[src/rtl/ps2_command_decoder_pkg.sv]
// Shared PS/2 scan-code constants, direction encodings and decoder state type.
// Also used by the grid display logic, so the encodings here are the system-wide ones.
package ps2_command_decoder_pkg;

   localparam logic [7:0] SC_EXT   = 8'hE0;
   localparam logic [7:0] SC_BRK   = 8'hF0;
   localparam logic [7:0] SC_UP    = 8'h75;
   localparam logic [7:0] SC_DOWN  = 8'h72;
   localparam logic [7:0] SC_LEFT  = 8'h6B;
   localparam logic [7:0] SC_RIGHT = 8'h74;
   localparam logic [7:0] SC_SPACE = 8'h29;
   localparam logic [7:0] SC_ENTER = 8'h5A;

   localparam logic [3:0] DIR_NONE  = 4'b0000;
   localparam logic [3:0] DIR_UP    = 4'b0001;
   localparam logic [3:0] DIR_DOWN  = 4'b0010;
   localparam logic [3:0] DIR_LEFT  = 4'b0100;
   localparam logic [3:0] DIR_RIGHT = 4'b1000;

   typedef enum logic [1:0] {
      ST_IDLE,
      ST_EXT,
      ST_BRK,
      ST_EXT_BRK
   } scan_state_e;

   // Maps an extended scan code to its one-hot direction; DIR_NONE for non-arrows.
   function automatic logic [3:0] arrow_dir(input logic [7:0] code);
      case (code)
         SC_UP:    arrow_dir = DIR_UP;
         SC_DOWN:  arrow_dir = DIR_DOWN;
         SC_LEFT:  arrow_dir = DIR_LEFT;
         SC_RIGHT: arrow_dir = DIR_RIGHT;
         default:  arrow_dir = DIR_NONE;
      endcase
   endfunction

endpackage

[src/rtl/ps2_rx.sv]
// PS/2 receiver: input synchronizers, PS2_CLK glitch filter, 11-bit framing with
// start/parity/stop checks, and an inter-edge timeout that aborts stalled frames.
module ps2_rx #(
   parameter int unsigned FILTER_LEN     = 8,
   parameter int unsigned TIMEOUT_CYCLES = 50000
) (
   input  logic       clk_i,
   input  logic       rst_i,
   input  logic       ps2_clk_i,
   input  logic       ps2_dat_i,
   output logic       byte_valid,
   output logic [7:0] byte_data,
   output logic       frame_error
);

   localparam int unsigned FLT_W = $clog2(FILTER_LEN + 1);
   localparam int unsigned TO_W  = $clog2(TIMEOUT_CYCLES + 1);
   localparam logic [FLT_W-1:0] FLT_LAST = FLT_W'(FILTER_LEN - 1);
   localparam logic [TO_W-1:0]  TO_MAX   = TO_W'(TIMEOUT_CYCLES);
   localparam logic [TO_W-1:0]  TO_LAST  = TO_W'(TIMEOUT_CYCLES - 1);

   logic             clk_meta_q, clk_sync_q, dat_meta_q, dat_sync_q;
   logic             clk_filt_q, clk_filt_d;
   logic [FLT_W-1:0] filt_cnt_q, filt_cnt_d;
   logic [3:0]       bit_cnt_q, bit_cnt_d;
   logic [9:0]       frame_q, frame_d;
   logic [TO_W-1:0]  to_cnt_q, to_cnt_d;
   logic [7:0]       byte_data_q, byte_data_d;
   logic             byte_valid_q, byte_valid_d;
   logic             frame_error_q, frame_error_d;
   logic             fall_edge;

   always_comb begin
      // NOTE: every signal assigned here gets a default first, so no path can infer a latch.
      clk_filt_d    = clk_filt_q;
      filt_cnt_d    = '0;
      bit_cnt_d     = bit_cnt_q;
      frame_d       = frame_q;
      to_cnt_d      = to_cnt_q;
      byte_data_d   = byte_data_q;
      byte_valid_d  = 1'b0;
      frame_error_d = 1'b0;

      if (clk_sync_q != clk_filt_q) begin
         if (filt_cnt_q == FLT_LAST) clk_filt_d = clk_sync_q;
         else                        filt_cnt_d = filt_cnt_q + 1'b1;
      end
      fall_edge = clk_filt_q & ~clk_filt_d;

      if (fall_edge) begin
         to_cnt_d = '0;
         if (bit_cnt_q == 4'd10) begin
            bit_cnt_d = 4'd0;
            // frame_q holds {parity, data[7:0], start}; the stop bit is the current sample.
            if (!frame_q[0] && dat_sync_q && (^frame_q[9:1])) begin
               byte_valid_d = 1'b1;
               byte_data_d  = frame_q[8:1];
            end else begin
               frame_error_d = 1'b1;
            end
         end else begin
            frame_d   = {dat_sync_q, frame_q[9:1]};
            bit_cnt_d = bit_cnt_q + 4'd1;
         end
      end else begin
         if (to_cnt_q != TO_MAX) to_cnt_d = to_cnt_q + 1'b1;
         if (bit_cnt_q != 4'd0 && to_cnt_q == TO_LAST) begin
            bit_cnt_d     = 4'd0;
            frame_error_d = 1'b1;
         end
      end
   end

   // NOTE: sequential state uses non-blocking assignments only, so register order never matters.
   always_ff @(posedge clk_i or posedge rst_i) begin
      if (rst_i) begin
         clk_meta_q    <= 1'b0;
         clk_sync_q    <= 1'b0;
         dat_meta_q    <= 1'b0;
         dat_sync_q    <= 1'b0;
         clk_filt_q    <= 1'b1;
         filt_cnt_q    <= '0;
         bit_cnt_q     <= 4'd0;
         frame_q       <= '0;
         to_cnt_q      <= '0;
         byte_data_q   <= '0;
         byte_valid_q  <= 1'b0;
         frame_error_q <= 1'b0;
      end else begin
         clk_meta_q    <= ps2_clk_i;
         clk_sync_q    <= clk_meta_q;
         dat_meta_q    <= ps2_dat_i;
         dat_sync_q    <= dat_meta_q;
         clk_filt_q    <= clk_filt_d;
         filt_cnt_q    <= filt_cnt_d;
         bit_cnt_q     <= bit_cnt_d;
         frame_q       <= frame_d;
         to_cnt_q      <= to_cnt_d;
         byte_data_q   <= byte_data_d;
         byte_valid_q  <= byte_valid_d;
         frame_error_q <= frame_error_d;
      end
   end

   assign byte_valid  = byte_valid_q;
   assign byte_data   = byte_data_q;
   assign frame_error = frame_error_q;

endmodule

[src/rtl/ps2_command_decoder.sv]
// Keyboard command decoder: turns received scan codes into held arrow direction,
// Space-held command and an Enter-toggled playback enable.
module ps2_command_decoder
   import ps2_command_decoder_pkg::*;
#(
   parameter int unsigned FILTER_LEN     = 8,
   parameter int unsigned TIMEOUT_CYCLES = 50000
) (
   input  logic       CLOCK_50,
   input  logic       Reset,
   input  logic       PS2_CLK,
   input  logic       PS2_DAT,
   output logic [3:0] Direction,
   output logic       Command,
   output logic       play_en,
   output logic       frame_error
);

   logic        byte_valid;
   logic [7:0]  byte_data;
   logic        rx_frame_error;

   scan_state_e state_q, state_d;
   logic [3:0]  direction_q, direction_d;
   logic        command_q, command_d;
   logic        play_en_q, play_en_d;
   logic        enter_held_q, enter_held_d;

   ps2_rx #(
      .FILTER_LEN    (FILTER_LEN),
      .TIMEOUT_CYCLES(TIMEOUT_CYCLES)
   ) u_rx (
      .clk_i      (CLOCK_50),
      .rst_i      (Reset),
      .ps2_clk_i  (PS2_CLK),
      .ps2_dat_i  (PS2_DAT),
      .byte_valid (byte_valid),
      .byte_data  (byte_data),
      .frame_error(rx_frame_error)
   );

   always_comb begin
      state_d      = state_q;
      direction_d  = direction_q;
      command_d    = command_q;
      play_en_d    = play_en_q;
      enter_held_d = enter_held_q;

      if (rx_frame_error) begin
         state_d = ST_IDLE;
      end else if (byte_valid) begin
         state_d = ST_IDLE;
         unique case (state_q)
            ST_IDLE: begin
               if (byte_data == SC_EXT) begin
                  state_d = ST_EXT;
               end else if (byte_data == SC_BRK) begin
                  state_d = ST_BRK;
               end else if (byte_data == SC_SPACE) begin
                  command_d = 1'b1;
               end else if (byte_data == SC_ENTER && !enter_held_q) begin
                  play_en_d    = ~play_en_q;
                  enter_held_d = 1'b1;
               end
            end
            ST_EXT: begin
               if (byte_data == SC_BRK)                   state_d     = ST_EXT_BRK;
               else if (arrow_dir(byte_data) != DIR_NONE) direction_d = arrow_dir(byte_data);
            end
            ST_BRK: begin
               if (byte_data == SC_SPACE) command_d    = 1'b0;
               if (byte_data == SC_ENTER) enter_held_d = 1'b0;
            end
            ST_EXT_BRK: begin
               // Releasing an arrow other than the one held leaves the held arrow in place.
               if (arrow_dir(byte_data) != DIR_NONE && arrow_dir(byte_data) == direction_q)
                  direction_d = DIR_NONE;
            end
            default: state_d = ST_IDLE;
         endcase
      end
   end

   always_ff @(posedge CLOCK_50 or posedge Reset) begin
      if (Reset) begin
         state_q      <= ST_IDLE;
         direction_q  <= DIR_NONE;
         command_q    <= 1'b0;
         play_en_q    <= 1'b0;
         enter_held_q <= 1'b0;
      end else begin
         state_q      <= state_d;
         direction_q  <= direction_d;
         command_q    <= command_d;
         play_en_q    <= play_en_d;
         enter_held_q <= enter_held_d;
      end
   end

   assign Direction   = direction_q;
   assign Command     = command_q;
   assign play_en     = play_en_q;
   assign frame_error = rx_frame_error;

endmodule

[config.mk]
export PLATFORM = sky130hd
export DESIGN_NAME = ps2_command_decoder
export DESIGN_NICKNAME = d
export VERILOG_FILES = /design/src/rtl/ps2_command_decoder_pkg.sv /design/src/rtl/ps2_rx.sv /design/src/rtl/ps2_command_decoder.sv
export SDC_FILE = /design/constraint.sdc
export NUM_CORES = 1
export LEC_CHECK = 0
export ABC_AREA = 1
export BUFFER_PORTS_ARGS = -buffer_cell sky130_fd_sc_hd__buf_2
export CAP_MARGIN = 0
export CORE_MARGIN = 1
export CORE_UTILIZATION = 25
export DETAILED_ROUTE_END_ITERATION = 16
export GPL_ROUTABILITY_DRIVEN = 0
export SYNTH_ARGS = -nofsm -noshare
export SYNTH_HDL_FRONTEND = slang
export SYNTH_SLANG_ARGS = --single-unit
[constraint.sdc]
create_clock -name CLOCK_50 -period 4.9 [get_ports CLOCK_50]
set_clock_uncertainty 0.05 [all_clocks]
set_input_delay 0.49 -clock CLOCK_50 [delete_from_list [all_inputs] [get_ports CLOCK_50]]
set_output_delay 0.49 -clock CLOCK_50 [all_outputs]
set_load 0.005 [all_outputs]
==> results.ini, run 1 <==
[outcome]
outcome=finished, final reports clean

[die]
initial_core_util_pct=25.6
fp.dieH_microns=113
die_w_microns=113
std_cell_rows=40
core_sq_mm=0.0120
ioPinCount=11
dieArea_sq_mm=0.0127

[setup_path]
endpoint_kind=flip-flop
cp.arrival_ns=2.15
crit_type=flip-flop to flip-flop
rr_endpoint=u_rx.frame_error$_DFF_PP0_
r2r_start=u_rx.filt_cnt_q[0]$_DFF_PP0_
cp-startpoint=u_rx.filt_cnt_q[0]$_DFF_PP0_
cp_max_fo=23
crit_required_ns=5.07
r2r.worst_path.cells=11
cp-endpoint=u_rx.frame_error$_DFF_PP0_
worstSetupStartpointType=flip-flop
r2r_slack_ns=2.92

[routing]
dr.pass1.iters=4
drc=0
routed_wl_mm=5.88
routed_via_density=4.35
drt_iter0_drc=158
num_vias=2458
drt-wirelength-per-cell_microns=10.4
ant_nets=0

[cts]
cts_tree=built
cts_buffers=9
htreeDepth=3
clk_latency_ns=0.33
cts.clk_slew.worst_paths_ns=0.05
clockBufferDepth=2
hold_buffers=0
clock_sinks=58
root_buffer=clkbuf_16
cts_setup_buffers=0
postCtsResizedCells=0

[cells_and_area]
final_area_sq_mm=0.00357
final_nets=424
antenna_cells=0
final_common_cell=nand2_1
seq_area_sq_mm=0.00145
final_cell_count_no_fill=565
multiInputGateArea_sq_mm=0.00134
mostFrequentLayoutCells=nand2_1, inv_1, dfrtp_1
fill_cells=1232
layout-drive-gt1-share_pct=11.7
area_growth_pct=16.8

[grt]
use_met2_pct=16.2
overflow=0
track_usage_pct=10.5
antenna_found_initial=0
grt.busiest_layer=met2
grt_max_degree=59
grt_util_met3_pct=4.37
first_global_vias=2360
grt_pass1_wl_mm=10.6
gr-usage-met1_pct=13.4

[placed_design]
dpl-instance-area_sq_mm=0.00328
place_inst=550
port_buffers=10
hpwlAfterDp_mm=4.14

[sta]
slew_headroom_pct=45.1
fmax_mhz=505
finalHoldViolations=0
tns_ns=0
setup_viol=0
fin_crit_sh_pct=40.4
tightestPinTransition_ns=0.821
slew_violations=0
rsz0062_at_grt=no
period_needed_ns=1.98

[power_and_ir_drop]
ir_drop_uv=196
power_mw=1.26
power_density_mw_per_mm2=351
p_leak_nw=1.76

[synthesis]
syn-cell-area_sq_mm=0.00306
ys_seq_area_share_pct=47.5
avgSynthCellArea_sq_um=7.74
synth_cells=395
ys_ff_latch=58
synth_nets=405
ys_warn_count=0
ys_types=29

[worst_hold_path]
hp-class=primary input to flip-flop

[flow_run]
cap_violations=0

==> Yosys cell counts <==
cell type,count,area share [%]
nand2_1,103,13
inv_1,60,7.4
dfrtp_1,57,47
nor2_1,37,4.5
nand3_1,31,5.1
o21ai_0,17,2.8
nand4_1,15,3.1
a21oi_1,11,1.8
o21ai_1,10,1.6
ha_1,6,2.5
nand2_2,6,1.2
inv_2,5,0.61
nor2_4,4,1.5
nor3_1,4,0.65
nor2_2,3,0.61
nor4_1,3,0.61
xnor2_1,3,0.86
xor2_1,3,0.86
a31oi_1,2,0.41
and2_1,2,0.41
buf_2,2,0.33
nand3_4,2,1.1
o21a_1,2,0.49
o22ai_1,2,0.41
a21boi_0,1,0.25
buf_4,1,0.25
dfstp_2,1,0.86
nand3_2,1,0.33
or2_0,1,0.20
==> metal layers <==
| layer | share of wire, % | vias to the layer above |
|---|---|---|
| met5 | 0 | - |
| met4 | 1.0 | 0 |
| met3 | 3.3 | 5 |
| met2 | 45 | 22 |
| met1 | 51 | 1133 |
| li1 | - | 1298 |
==> cell families (layout without fill, tap and decap cells) <==
kind of cell / Yosys count / after routing / share of synthesized area [%]
DFF: 58 / 58 / 47.5
buffers and inverters: 68 / 91 / 8.55
and+or+nand+nor: 212 / 212 / 32.0
xor gates and xnor gates: 6 / 6 / 1.72
AOI/OAI and AO/OA: 45 / 45 / 7.77
adders and majority gates: 6 / 6 / 2.45
==> critical path, stage by stage (launching register included) <==
cell     delay, ns
dfrtp_1       0.39
ha_1          0.23
nand2_2       0.12
nor2_4        0.05
nand2_1       0.11
nand3_4       0.21
inv_2         0.16
nand2_2       0.25
inv_2         0.15
a21oi_1       0.05
nand2_1       0.07
inv_1         0.03
==> final cells by class <==
class | count | share of cell area [%]
Timing Repair Buffer | 11 | 1.61
Clock buffer | 13 | 7.85
Clock inverter | 2 | 0.280
Sequential cell | 58 | 40.7
Multi-Input combinational cell | 269 | 37.6
Tap cell | 147 | 5.15
Inverter | 65 | 6.83
==> flip-flops by register name (all words and copies together), names as in the netlist <==
| signal | flops |
|---|---|
| state_q | 2 |
| u_rx.dat_meta_q | 1 |
| u_rx.clk_sync_q | 1 |
| u_rx.bit_cnt_q | 4 |
| u_rx.byte_valid | 1 |
| u_rx.filt_cnt_q | 4 |
| u_rx.frame_error | 1 |
| play_en | 1 |
| enter_held_q | 1 |
| u_rx.frame_q | 10 |
| u_rx.clk_filt_q | 1 |
| u_rx.byte_data | 8 |
| u_rx.clk_meta_q | 1 |
| u_rx.to_cnt_q | 16 |
| u_rx.dat_sync_q | 1 |
| Direction | 4 |
| Command | 1 |
==> where the power goes <==
group	internal [mW]	switching (mW)
logic	0.0395	0.0647
registers	0.522	0.0366
clock network	0.391	0.201
==> through the flow <==
step	hold slack, ns	util (%)	worst slack [ns]
after detailed placement	0.286	27.4	2.92
after CTS	0.213	29.9	2.90
after floorplan	0.281	-	2.93
final	0.225	29.9	2.92
after global routing	0.212	29.9	2.69
after global placement	0.282	27.4	2.97
==> worst min path at each step <==
| stage | from | to | slack, ns | depth (start not counted) |
|---|---|---|---|---|
| global route | PS2_CLK | u_rx.clk_meta_q$_DFF_PP0_ | 0.21 | 1 |
| global placement | u_rx.dat_meta_q$_DFF_PP0_ | u_rx.dat_sync_q$_DFF_PP0_ | 0.28 | 0 |
| finish | PS2_CLK | u_rx.clk_meta_q$_DFF_PP0_ | 0.22 | 1 |
| detailed placement | u_rx.dat_meta_q$_DFF_PP0_ | u_rx.dat_sync_q$_DFF_PP0_ | 0.29 | 0 |
| floorplan | u_rx.clk_meta_q$_DFF_PP0_ | u_rx.clk_sync_q$_DFF_PP0_ | 0.28 | 0 |
| CTS | PS2_DAT | u_rx.dat_meta_q$_DFF_PP0_ | 0.21 | 1 |
(Power assumes the default switching activity.)
==> inputs of run 2 (changes only) <==
clock period = 1.95 ns   (was 4.9 ns; I/O delays follow)
==> run 2 against run 1 <==
Effect of this change: routed wire length is 1.3% lower; die area stayed put; sequential share of layout area is 0.77 points lower; first-iteration DRC count is 18% lower; clock power grew to 2.6 times the previous value; worst setup slack worse by 2.7 ns; via count is 0.28% lower; largest cell class unchanged; highest routed layer unchanged; total power grew to 2.5 times the previous value.
==> results.ini, run 2 (synthesized netlist as in run 1, its figures left out) <==
[cts]
cts_buffers=9  ; unchanged
cts.clk_slew.worst_paths_ns=0.05  ; about the same
root_buffer=clkbuf_16
clk_latency_ns=0.32  ; about the same
clock_sinks=58  ; unchanged
htreeDepth=3  ; unchanged
cts_tree=built
cts_setup_buffers=0  ; unchanged
clockBufferDepth=2  ; unchanged

[sta]
whs_ns=0.298  ; +0.0731 ns
tightestPinTransition_ns=0.463  ; -0.357 ns
slew_headroom_pct=69.1  ; +24 points
tns_ns=0  ; unchanged
finalHoldViolations=0  ; unchanged
fmax_mhz=581  ; +15%
period_needed_ns=1.72  ; -0.258 ns
setup_viol=0  ; unchanged
slew_violations=0  ; unchanged
rsz0062_at_grt=no
fin_crit_sh_pct=88.3  ; +48 points

[grt]
grt_pass1_wl_mm=10.4  ; -1.5%
first_global_vias=2303  ; -2.4%
grt_max_degree=27  ; -54%
overflow=0  ; unchanged
antenna_found_initial=0  ; unchanged
track_usage_pct=10.3  ; -0.14 points

[power_and_ir_drop]
ir_drop_uv=416  ; +110%
power_density_mw_per_mm2=877  ; +150%
seqPwrFrac_pct=44.0  ; -0.5 points
power_frac_comb_pct=8.5  ; +0.2 points
clock_power_share_pct=47.5  ; +0.3 points
p_switching_mw=0.765  ; +150%
p_int_mw=2.43  ; +150%
swShare_pct=24.0  ; -0.15 points
p_leak_nw=1.79  ; +1.8%

[flow_run]
cap_violations=0  ; unchanged

[routing]
dr.pass1.iters=4  ; unchanged
routed_wl_mm=5.81  ; -1.3%
routed_via_density=4.28  ; -1.7%
num_vias=2451  ; -0.28%
ant_nets=0  ; unchanged
drt_iter0_drc=129  ; -18%
drc=0  ; unchanged
drt-wirelength-per-cell_microns=10.1  ; -2.7%

[die]
die_w_microns=113  ; unchanged
dieArea_sq_mm=0.0127  ; unchanged
core_sq_mm=0.0120  ; unchanged
ioPinCount=11  ; unchanged
fp.dieH_microns=113  ; unchanged
initial_core_util_pct=25.6  ; unchanged
std_cell_rows=40  ; unchanged

[outcome]
outcome=finished, final reports clean

[placed_design]
port_buffers=10  ; unchanged
hpwlAfterDp_mm=4.30  ; +3.8%
place_inst=555  ; +0.91%

[cells_and_area]
antenna_cells=0  ; unchanged
largest_reg_flops=16  ; unchanged
mostFrequentLayoutCells=nand2_1, inv_1, dfrtp_1
final_cell_count_no_fill=573  ; +1.4%
regMostFlops=u_rx.to_cnt_q
final_common_cell=nand2_1
layout-drive-gt1-share_pct=12.2  ; +0.48 points
area_growth_pct=19.1
final_nets=432  ; +1.9%

[setup_path]
rr_endpoint=u_rx.to_cnt_q[14]$_DFFE_PP0P_
r2r.worst_path.cells=10  ; -1
r2r_start=u_rx.to_cnt_q[0]$_DFFE_PP0P_
cp.arrival_ns=1.88  ; -0.27 ns
crit_type=flip-flop to flip-flop
crit_required_ns=2.11  ; -2.96 ns
cp_max_fo=4  ; -83%
r2r_slack_ns=0.23  ; -2.69 ns
worstSetupStartpointType=flip-flop
endpoint_kind=flip-flop

[worst_hold_path]
hp-class=flip-flop to flip-flop
min_path_cells=0  ; -1
min_from=u_rx.dat_meta_q$_DFF_PP0_
worstHoldEndpoint=u_rx.dat_sync_q$_DFF_PP0_

-- run 2: final cells by class --
type	count	area, sq um
Inverter	65	244
Fill cell	1254	8320
Timing Repair Buffer	19	125
Clock buffer	12	246
Clock inverter	3	40.0
Tap cell	147	184
Sequential cell	58	1450
Multi-Input combinational cell	269	1350
-- run 2: how the worst max path moves through the flow --
stage	start	to	slack, ns	depth (start not counted)
after detailed placement	u_rx.to_cnt_q[0]$_DFFE_PP0P_	u_rx.to_cnt_q[14]$_DFFE_PP0P_	0.20	10
final	u_rx.to_cnt_q[0]$_DFFE_PP0P_	u_rx.to_cnt_q[14]$_DFFE_PP0P_	0.23	10
after global placement	u_rx.to_cnt_q[0]$_DFFE_PP0P_	u_rx.to_cnt_q[14]$_DFFE_PP0P_	0.25	10
after CTS	u_rx.to_cnt_q[0]$_DFFE_PP0P_	u_rx.to_cnt_q[12]$_DFFE_PP0P_	0.19	10
after floorplan	Reset	Command$_DFFE_PP0P_	0.28	1
after global routing	u_rx.to_cnt_q[0]$_DFFE_PP0P_	u_rx.to_cnt_q[12]$_DFFE_PP0P_	0.04	10
-- run 2: stage by stage --
step	cell area (sq um)	setup WS (ns)	power [mW]	utilization [%]
2_1_floorplan	3060	0.279	1.61	-
3_3_place_gp	3320	0.253	1.67	27.8
3_5_place_dp	3320	0.197	1.69	27.8
4_1_cts	3640	0.193	3.23	30.4
5_1_grt	3640	0.0434	3.37	30.4
6_report	3640	0.229	3.19	30.4
-- run 2: repair_timing --
item,CTS,global route
hold buffers,3,0
setup endpoints to repair,0,1
hold endpoints to repair,21,0
gates resized for setup,0,1
-- run 2: worst max-delay path, cell delays in order (launching register included) --
cell and delay, ns:
dfrtp_1 0.37, ha_1 0.18, nand2_1 0.10, nor2_4 0.13, nand2_1 0.10, nor2_1 0.15
nand2_1 0.12, nor2_4 0.13, nand3_1 0.07, o21ai_0 0.15, nor2_1 0.05
-- run 2: power groups by stage --
stage | clock network [mW] | registers [mW] | logic [mW]
after global routing | 1.62 | 1.42 | 0.331
final | 1.52 | 1.40 | 0.273
after floorplan | 0 | 1.40 | 0.215
after detailed placement | 0 | 1.42 | 0.270
after global placement | 0 | 1.42 | 0.258
after CTS | 1.55 | 1.40 | 0.274
-- run 2: per-layer routing --
layer | up-vias | wire, microns | track usage, %
li1 | 1311 | - | -
met1 | 1108 | 2950 | 13.6
met2 | 22 | 2580 | 15.3
met3 | 10 | 150 | 3.13
met4 | 0 | 127 | 5.33
met5 | - | 0 | 0
==> inputs of run 3 (changes only) <==
CTS_BUF_LIST = sky130_fd_sc_hd__clkbuf_16   (was not set)
==> run 3 against run 2 <==
Effect of this change: first-iteration DRC count rose by 3.1%; worst setup slack improved by 0.00084 ns; global-route usage barely moved; cell count did not move; sequential cell count did not move; clock power fell by 4%; via count rose by 0.16%; design area fell by 0.27%; critical path depth did not move; largest power group unchanged.
==> results.ini, run 3 (synthesized netlist as in run 1, its figures left out) <==
[outcome]
outcome=finished, final reports clean

[die]
std_cell_rows=40  ; unchanged
ioPinCount=11  ; unchanged
core_sq_mm=0.0120  ; unchanged
initial_core_util_pct=25.6  ; unchanged
fp.dieH_microns=113  ; unchanged
die_w_microns=113  ; unchanged
dieArea_sq_mm=0.0127  ; unchanged

[power_and_ir_drop]
p_int_mw=2.38  ; -2.1%
power_frac_comb_pct=8.8  ; +0.3 points
p_leak_nw=1.79  ; +0.15%
ir_drop_uv=416  ; about the same
swShare_pct=24.4  ; +0.40 points
seqPwrFrac_pct=44.7  ; +0.7 points
clock_power_share_pct=46.5  ; -1.0 points
p_switching_mw=0.766  ; about the same
power_mw=3.14  ; -1.6%
power_density_mw_per_mm2=866  ; -1.3%

[cells_and_area]
antenna_cells=0  ; unchanged
final_nets=432  ; unchanged
largest_reg_flops=16  ; unchanged
layout-drive-gt1-share_pct=12.0  ; -0.23 points
area_growth_pct=18.7
final_cell_count_no_fill=573  ; unchanged
final_common_cell=nand2_1
mostFrequentLayoutCells=nand2_1, inv_1, dfrtp_1
fill_cells=1258  ; +0.32%
regMostFlops=u_rx.to_cnt_q
post-route-util_pct=30.4  ; -0.084 points

[routing]
dr.pass1.iters=4  ; unchanged
wl_met2_mm=2.64  ; +2.6%
routed_wl_mm=5.85  ; +0.69%
met3_length_microns=144  ; -4.0%
drc=0  ; unchanged
highest_layer=met4
num_vias=2455  ; +0.16%
routed_via_density=4.28  ; +0.16%
ant_nets=0  ; unchanged
drt_iter0_drc=133  ; +3.1%
drt-wirelength-per-cell_microns=10.2  ; +0.69%
met1_length_mm=2.94  ; -0.27%

[sta]
fin_crit_sh_pct=88.2  ; about the same
period_needed_ns=1.72  ; -0.000842 ns
setup_viol=0  ; unchanged
finalHoldViolations=0  ; unchanged
slew_violations=0  ; unchanged
rsz0062_at_grt=no
tns_ns=0  ; unchanged
tightestPinTransition_ns=0.462  ; -0.00176 ns
slew_headroom_pct=69.2  ; +0.12 points
fmax_mhz=581  ; about the same

[setup_path]
crit_buf_inv=0  ; unchanged
cp.arrival_ns=1.88  ; about the same
path_cells=ha_1 > nand2_1 > nor2_4 > nand2_1 > nor2_1 > nand2_1 > nor2_4 > nand3_1 > o21ai_0 > nor2_1
crit_top_cell=nand2_1
cp_slowest_stage_delay_ns=0.37  ; about the same
crit_required_ns=2.11  ; about the same
slowest_stage=dfrtp_1
crit_family=simple AND/OR/NAND/NOR gates
worstSetupStartpointType=flip-flop
crit_type=flip-flop to flip-flop
endpoint_kind=flip-flop
r2r_start=u_rx.to_cnt_q[0]$_DFFE_PP0P_
cp_max_fo=4  ; unchanged
cp-startpoint=u_rx.to_cnt_q[0]$_DFFE_PP0P_

[cts]
cts_setup_buffers=0  ; unchanged
cts.clk_slew.worst_paths_ns=0.05  ; about the same
cts_tree=built
clock_sinks=58  ; unchanged
htreeDepth=3  ; unchanged
clk_latency_ns=0.32  ; about the same
cts_buffers=9  ; unchanged
clockBufferDepth=2  ; unchanged
root_buffer=clkbuf_16

[grt]
overflow=0  ; unchanged
first_global_vias=2304  ; +0.043%
antenna_found_initial=0  ; unchanged
grt_pass1_wl_mm=10.4  ; -0.20%
track_usage_pct=10.3  ; -0.012 points
grt_max_degree=27  ; unchanged

[placed_design]
port_buffers=10  ; unchanged
place_inst=555  ; unchanged
hpwlAfterDp_mm=4.30  ; unchanged

[worst_hold_path]
min_from=u_rx.dat_meta_q$_DFF_PP0_
hp-class=flip-flop to flip-flop

[flow_run]
cap_violations=0  ; unchanged

run 3: changes by cell type in the layout (fill, tap and decap cells not counted), sizes merged:
cell | before | now
clkbuf | 12 | 9
clkinv | 2 | 3
inv | 65 | 67
run 3: routing by layer:
layer	GRT usage (%)	up-vias
li1	-	1311
met3	3.13	9
met4	5.33	0
met2	15.3	21
met1	13.6	1114
met5	0	-
run 3: cell type report:
cell class	count	area, sq um	share of cell area (%)
Sequential cell	58	1450	40.0
Multi-Input combinational cell	269	1350	37.1
Inverter	65	244	6.72
Clock buffer	9	225	6.20
Clock inverter	6	51.3	1.41
Timing Repair Buffer	19	125	3.45
Tap cell	147	184	5.07
run 3: path summary, 6_finish.rpt:
kind                                            endpoint  slack, ns  cells after the start
min in group asynchronous   u_rx.to_cnt_q[3]$_DFFE_PP0P_       0.39                      3
hold reg to reg                u_rx.dat_sync_q$_DFF_PP0_       0.30                      0
setup / recovery           u_rx.to_cnt_q[14]$_DFFE_PP0P_       0.23                     10
hold / removal                 u_rx.dat_sync_q$_DFF_PP0_       0.30                      0
setup reg to reg           u_rx.to_cnt_q[14]$_DFFE_PP0P_       0.23                     10
max in group asynchronous    u_rx.frame_q[3]$_DFFE_PP0P_       0.77                      4
run 3: worst register-to-register path: stages, from the launching register on:
cell and delay [ns]:
dfrtp_1 0.37, ha_1 0.18, nand2_1 0.10, nor2_4 0.13, nand2_1 0.10, nor2_1 0.15
nand2_1 0.12, nor2_4 0.13, nand3_1 0.07, o21ai_0 0.15, nor2_1 0.05
run 3: what timing repair did:
| action | 4_1_cts | 5_1_grt |
|---|---|---|
| hold buffers | 3 | 0 |
| setup endpoints to repair | 0 | 1 |
| resized for setup | 0 | 1 |
| endpoints found under the hold margin | 21 | 0 |
run 3: power groups by stage:
stage / registers [mW] / clock network [mW] / logic (mW)
6_report: 1.40 / 1.46 / 0.276
5_1_grt: 1.42 / 1.57 / 0.333
4_1_cts: 1.40 / 1.50 / 0.275
3_5_place_dp: 1.42 / 0 / 0.270
3_3_place_gp: 1.42 / 0 / 0.258
2_1_floorplan: 1.40 / 0 / 0.215
run 3: metrics by stage:
step	area [sq um]	setup WS [ns]	hold slack (ns)
6_report	3630	0.230	0.298
5_1_grt	3630	0.0459	0.308
4_1_cts	3630	0.196	0.298
3_5_place_dp	3320	0.197	0.187
3_3_place_gp	3320	0.253	0.183
2_1_floorplan	3060	0.279	0.176
